==> config.mk <==
export PLATFORM = sky130hd
export DESIGN_NAME = temp_sensor_frontend
export DESIGN_NICKNAME = d
export VERILOG_FILES = /design/src/rtl/ac_pkg.sv /design/src/rtl/temp_avg.sv /design/src/rtl/temp_sensor_frontend.sv
export SDC_FILE = /design/constraint.sdc
export NUM_CORES = 1
export LEC_CHECK = 0
export ABC_AREA = 1
export BUFFER_PORTS_ARGS = -buffer_cell sky130_fd_sc_hd__buf_2
export CORE_MARGIN = 4
export CORE_UTILIZATION = 62
export DETAILED_ROUTE_END_ITERATION = 16
export PLACE_DENSITY_LB_ADDON = 0.08
export REMOVE_ABC_BUFFERS = 1
export SLEW_MARGIN = 25
export SYNTH_ARGS = -nofsm -noshare
export SYNTH_HDL_FRONTEND = slang
export SYNTH_SLANG_ARGS = --single-unit
==> constraint.sdc <==
create_clock -name clk -period 4.7 [get_ports clk]
set_clock_uncertainty 0.05 [all_clocks]
set_input_delay 0.705 -clock clk [delete_from_list [all_inputs] [get_ports clk]]
set_output_delay 0.705 -clock clk [all_outputs]
set_load 0.02 [all_outputs]
==> src/rtl/ac_pkg.sv <==
// Shared constants and types for the air-conditioning controller blocks.
package ac_pkg;

  localparam int unsigned TEMP_W = 5;

  localparam logic [TEMP_W-1:0] T_HEAT = 5'd18;
  localparam logic [TEMP_W-1:0] T_COOL = 5'd22;

  // Mid comfort band, so the AC block stays idle until real data arrives.
  localparam int unsigned RESET_TEMP_DEF = 20;

  typedef enum logic [1:0] {
    StIdle,
    StShift,
    StDrain
  } fe_state_e;

endpackage

==> src/rtl/temp_avg.sv <==
// Moving average over the last 2**AVG_LOG2 accepted samples; output registered one
// cycle after the sample is loaded.
module temp_avg
  import ac_pkg::*;
#(
  parameter int unsigned SAMPLE_W   = TEMP_W,
  parameter int unsigned AVG_LOG2   = 2,
  parameter int unsigned RESET_TEMP = RESET_TEMP_DEF
) (
  input  logic                clk_i,
  input  logic                rst_i,
  input  logic                load_i,
  input  logic [SAMPLE_W-1:0] sample_i,
  output logic [SAMPLE_W-1:0] temp_o,
  output logic                valid_o
);

  localparam int unsigned Depth = 1 << AVG_LOG2;
  localparam int unsigned SumW  = SAMPLE_W + AVG_LOG2;

  logic [SAMPLE_W-1:0] hist_q [Depth];
  logic                filled_q;
  logic                upd_q;
  logic [SAMPLE_W-1:0] temp_q;
  logic                valid_q;
  logic [SumW-1:0]     sum;

  always_comb begin
    sum = '0;
    for (int i = 0; i < int'(Depth); i++) begin
      sum = sum + SumW'(hist_q[i]);
    end
  end

  always_ff @(posedge clk_i or posedge rst_i) begin
    if (rst_i) begin
      for (int i = 0; i < int'(Depth); i++) begin
        hist_q[i] <= '0;
      end
      filled_q <= 1'b0;
      upd_q    <= 1'b0;
      temp_q   <= SAMPLE_W'(RESET_TEMP);
      valid_q  <= 1'b0;
    end else begin
      upd_q   <= load_i;
      valid_q <= upd_q;
      if (load_i) begin
        filled_q  <= 1'b1;
        hist_q[0] <= sample_i;
        // An empty history is seeded with the first sample so the average starts there.
        for (int i = 1; i < int'(Depth); i++) begin
          hist_q[i] <= filled_q ? hist_q[i-1] : sample_i;
        end
      end
      if (upd_q) begin
        temp_q <= SAMPLE_W'(sum >> AVG_LOG2);
      end
    end
  end

  assign temp_o  = temp_q;
  assign valid_o = valid_q;

endmodule

==> src/rtl/temp_sensor_frontend.sv <==
// Framed serial receiver for the room sensor: deframes MSB-first samples, rejects
// malformed frames, averages accepted samples and flags a stalled sensor.
module temp_sensor_frontend
  import ac_pkg::*;
#(
  parameter int unsigned SAMPLE_W    = TEMP_W,
  parameter int unsigned AVG_LOG2    = 2,
  parameter int unsigned TIMEOUT_CYC = 64,
  parameter int unsigned RESET_TEMP  = RESET_TEMP_DEF
) (
  input  logic                clk,
  input  logic                rst,
  input  logic                sdata,
  input  logic                sframe,
  output logic [SAMPLE_W-1:0] temperature,
  output logic                temp_valid,
  output logic                sensor_fault,
  output logic                bad_frame
);

  localparam int unsigned CntW = $clog2(SAMPLE_W + 1);
  localparam int unsigned ToW  = $clog2(TIMEOUT_CYC + 1);

  fe_state_e           state_q;
  logic [CntW-1:0]     cnt_q;
  logic [SAMPLE_W-1:0] shift_q;
  logic [ToW-1:0]      to_q;
  logic                bad_q;
  logic                fault_q;
  logic                full;
  logic                accept;

  assign full   = (cnt_q == CntW'(SAMPLE_W));
  assign accept = (state_q == StShift) && !sframe && full;

  always_ff @(posedge clk or posedge rst) begin
    if (rst) begin
      state_q <= StIdle;
      cnt_q   <= '0;
      shift_q <= '0;
      to_q    <= '0;
      bad_q   <= 1'b0;
      fault_q <= 1'b0;
    end else begin
      bad_q <= 1'b0;
      case (state_q)
        StIdle: begin
          if (sframe) begin
            shift_q <= {shift_q[SAMPLE_W-2:0], sdata};
            cnt_q   <= CntW'(1);
            state_q <= StShift;
          end
        end
        StShift: begin
          if (sframe) begin
            if (full) begin
              state_q <= StDrain;
            end else begin
              shift_q <= {shift_q[SAMPLE_W-2:0], sdata};
              cnt_q   <= cnt_q + CntW'(1);
            end
          end else begin
            bad_q   <= !full;
            cnt_q   <= '0;
            state_q <= StIdle;
          end
        end
        StDrain: begin
          if (!sframe) begin
            bad_q   <= 1'b1;
            cnt_q   <= '0;
            state_q <= StIdle;
          end
        end
        default: state_q <= StIdle;
      endcase

      if (accept) begin
        to_q <= '0;
      end else if (to_q != ToW'(TIMEOUT_CYC)) begin
        to_q <= to_q + ToW'(1);
      end
      // Looks at the pre-clear count, so the fault drops the cycle after an accept.
      fault_q <= (to_q == ToW'(TIMEOUT_CYC));
    end
  end

  temp_avg #(
    .SAMPLE_W  (SAMPLE_W),
    .AVG_LOG2  (AVG_LOG2),
    .RESET_TEMP(RESET_TEMP)
  ) u_avg (
    .clk_i   (clk),
    .rst_i   (rst),
    .load_i  (accept),
    .sample_i(shift_q),
    .temp_o  (temperature),
    .valid_o (temp_valid)
  );

  assign sensor_fault = fault_q;
  assign bad_frame    = bad_q;

endmodule

==> impl_metrics.toml <==
[outcome]
outcome = "finished, final reports clean"

[yosys]
ys_types = 28
synthesis.area_um2 = 2620
ys_warn_count = 0
synth_top_cell_by_area = "dfrtp_1"
ys_seq_area_share_pct = 45.1
synthTopCellsByArea = "dfrtp_1 (43%), nand2_1 (9.5%), ha_1 (8.6%)"
avgSynthCellArea_um2 = 8.63
postSynthCellCount = 303
ys_seq_elements = 47
netlist.area_leader.share_pct = 43.0

[power_and_ir_drop]
power_mw = 1.80
power_density_nw_per_um2 = 650
ir_worst_vdd_uv = 336
p_seq_share_pct = 35.0
p_sw_share_pct = 43.5
p_int_mw = 1.02
p_comb_share_pct = 50.8
switching_power_uw = 783
leakage_nw = 1.45
power_frac_clock_pct = 14.2

[route]
wl_met3_um = 121
drt_first_iter_violations = 84
drc = 0
highest_layer = "met4"
route.met2.wl_um = 2250
wire_per_inst_um = 12.5
ant_nets = 0
vias = 1916
wirelength_um = 4560
drtPass1Iterations = 4
met1_length_um = 2110
vias_per_cell = 5.26

[timing]
relSlewSlack_pct = 47.2
max_freq_mhz = 338
setup_viol = 0
rsz0062_at_grt = "false"
finalHoldViolCount = 0
drv_slew = 0
tightestPinTransition_ns = 0.792
setup-tns-final_ns = 0
holdWs_ns = 0.420
fin_crit_sh_pct = 63.0
fin_crit_ns = 2.96

[layout]
final_common_cell = "nand2_1"
antenna_cells = 0
fin_nets = 341
final_layout_size_suffix_gt1_share_pct = 9.87
fillers = 351
most-common-layout-cells = "nand2_1 (66), inv_1 (48), dfrtp_1 (45), o21ai_0 (30), nor2_1 (21)"
synthToLayoutAreaGrowth_pct = 5.83
finalNonFillerCells = 364
fin_area_um2 = 2770

[clock_tree]
clock_path_buffers = 2
cts-buffers-inserted = 5
cts_tree = "done"
ctsResizeCount = 0
insertion_delay_ns = 0.30
cts_max_level = 2
cts_setup_buffers = 0
clock_sinks = 47
clkTransAtPathRegs_ns = 0.09
holdBufCountCts = 0
cts-root-buf = "clkbuf_8"

[place]
port_buffers = 11
place_congestion = 0.815
placed_cells = 356
dp_hpwl_um = 3320
place_area_um2 = 2680

[critical_path]
required_ns = 4.84
ff2ff_setup_slack_ns = 1.74
path_cells = "ha_1, fa_1, a21oi_1, nor2_1, nor2_1, xor2_1, fa_1, inv_1, ha_1, a21oi_1, nand3b_1, nand3_1, nand2_1"
crit_fanout = 5
end_kind = "register"
slowest_delay_ns = 0.43
crit_type = "reg2reg"
cp-start-kind = "register"
arrival_ns = 3.10
cpMaxStageDelayCell = "fa_1"

[floorplan]
ios = 12
fp.dieW_um = 73.0
rows = 23
die_area_um2 = 5320
start_util_pct = 64.9
chipHeight_um = 73.0
coreArea_um2 = 4030

[global_route]
antenna_found_initial = 0
grt_overflow = 0
grt_pass1_wl_um = 8400
first_global_vias = 1920
grt.total_usage_pct = 20.3
grt_max_degree = 48

[job]
drv_cap = 0

[worst_hold_path]
holdCritPathClass = "reg2reg"
==> power groups by stage <==
stage,registers (mW),clock network [mW],logic (mW)
global route,0.649,0.279,1.08
finish,0.631,0.255,0.915
global placement,0.631,0,0.876
detailed placement,0.638,0,0.926
floorplan,0.638,0,0.705
CTS,0.630,0.259,0.934
==> path summary, 6_finish.rpt <==
check                                             startpoint                      endpoint  cells past startpoint
min in group asynchronous                                rst  u_avg.hist_q[11]$_DFFE_PP0P_                      2
worst max-delay path            u_avg.hist_q[10]$_DFFE_PP0P_   u_avg.temp_o[3]$_DFFE_PP0P_                     13
worst max register to register  u_avg.hist_q[10]$_DFFE_PP0P_   u_avg.temp_o[3]$_DFFE_PP0P_                     13
worst min-delay path                   u_avg.upd_q$_DFF_PP0_       u_avg.valid_o$_DFF_PP0_                      0
worst min register to register         u_avg.upd_q$_DFF_PP0_       u_avg.valid_o$_DFF_PP0_                      0
max in group asynchronous                                rst        state_q[1]$_DFFE_PP0P_                      2
==> Yosys cell counts (all sizes together) <==
library cell and number:
a21oi 14, nand2 67, a211oi 1, dfstp 2
nand4 2, inv 51, or2 1, nor2 22
o22a 1, xnor2 1, fa 6, ha 18
dfrtp 45, a31oi 9, xor2 2, buf 8
nand3 13, o21ai 34, nand3b 3, o211ai 2
nor3 1
==> critical path: cells and delay by family (launching register included) <==
family	cells	cell delay, ns
flip-flops	1	0.40
XOR/XNOR	1	0.19
buffers and inverters	1	0.08
AO/OA/AOI/OAI	2	0.37
AND/OR/NAND/NOR	5	0.43
adder cells (fa/ha/maj)	4	1.35
==> state kept, by name, indices dropped and copies added (netlist names) <==
register / count
u_avg.filled_q: 1
shift_q: 5
to_q: 7
state_q: 2
u_avg.temp_o: 5
cnt_q: 3
u_avg.upd_q: 1
u_avg.valid_o: 1
bad_frame: 1
sensor_fault: 1
u_avg.hist_q: 20
==> layout make-up <==
type,count,area [um2],share of cell area (%)
Timing Repair Buffer,11,55.1,1.99
Tap cell,50,62.6,2.26
Sequential cell,47,1180,42.6
Clock buffer,7,86.3,3.12
Inverter,51,193,6.96
Clock inverter,1,5.00,0.181
Multi-Input combinational cell,197,1190,42.9
==> cell families (layout without fill, tap and decap cells) <==
family                     Yosys count  after routing  synth area share [%]
AOI/OAI and AO/OA                   61             61                  13.3
xor gates and xnor gates             3              3                  1.00
buffers and inverters               59             70                  9.52
DFF                                 47             47                  45.1
adders and majority gates           24             24                  13.2
and+or+nand+nor                    109            109                  17.9
==> per-layer routing <==
| layer | global-route usage, % | vias up |
|---|---|---|
| met3 | 4.13 | 8 |
| met5 | 0 | - |
| met2 | 35.7 | 20 |
| met1 | 24.5 | 895 |
| met4 | 7.38 | 0 |
| li1 | - | 993 |
==> per-stage QoR <==
stage	utilization, %	setup WS (ns)
after floorplan	-	1.94
after global placement	66.4	1.87
after detailed placement	66.4	1.75
after CTS	68.7	1.75
after global routing	68.7	1.56
final	68.7	1.74
Note: power is estimated with default switching activity, not from simulation.
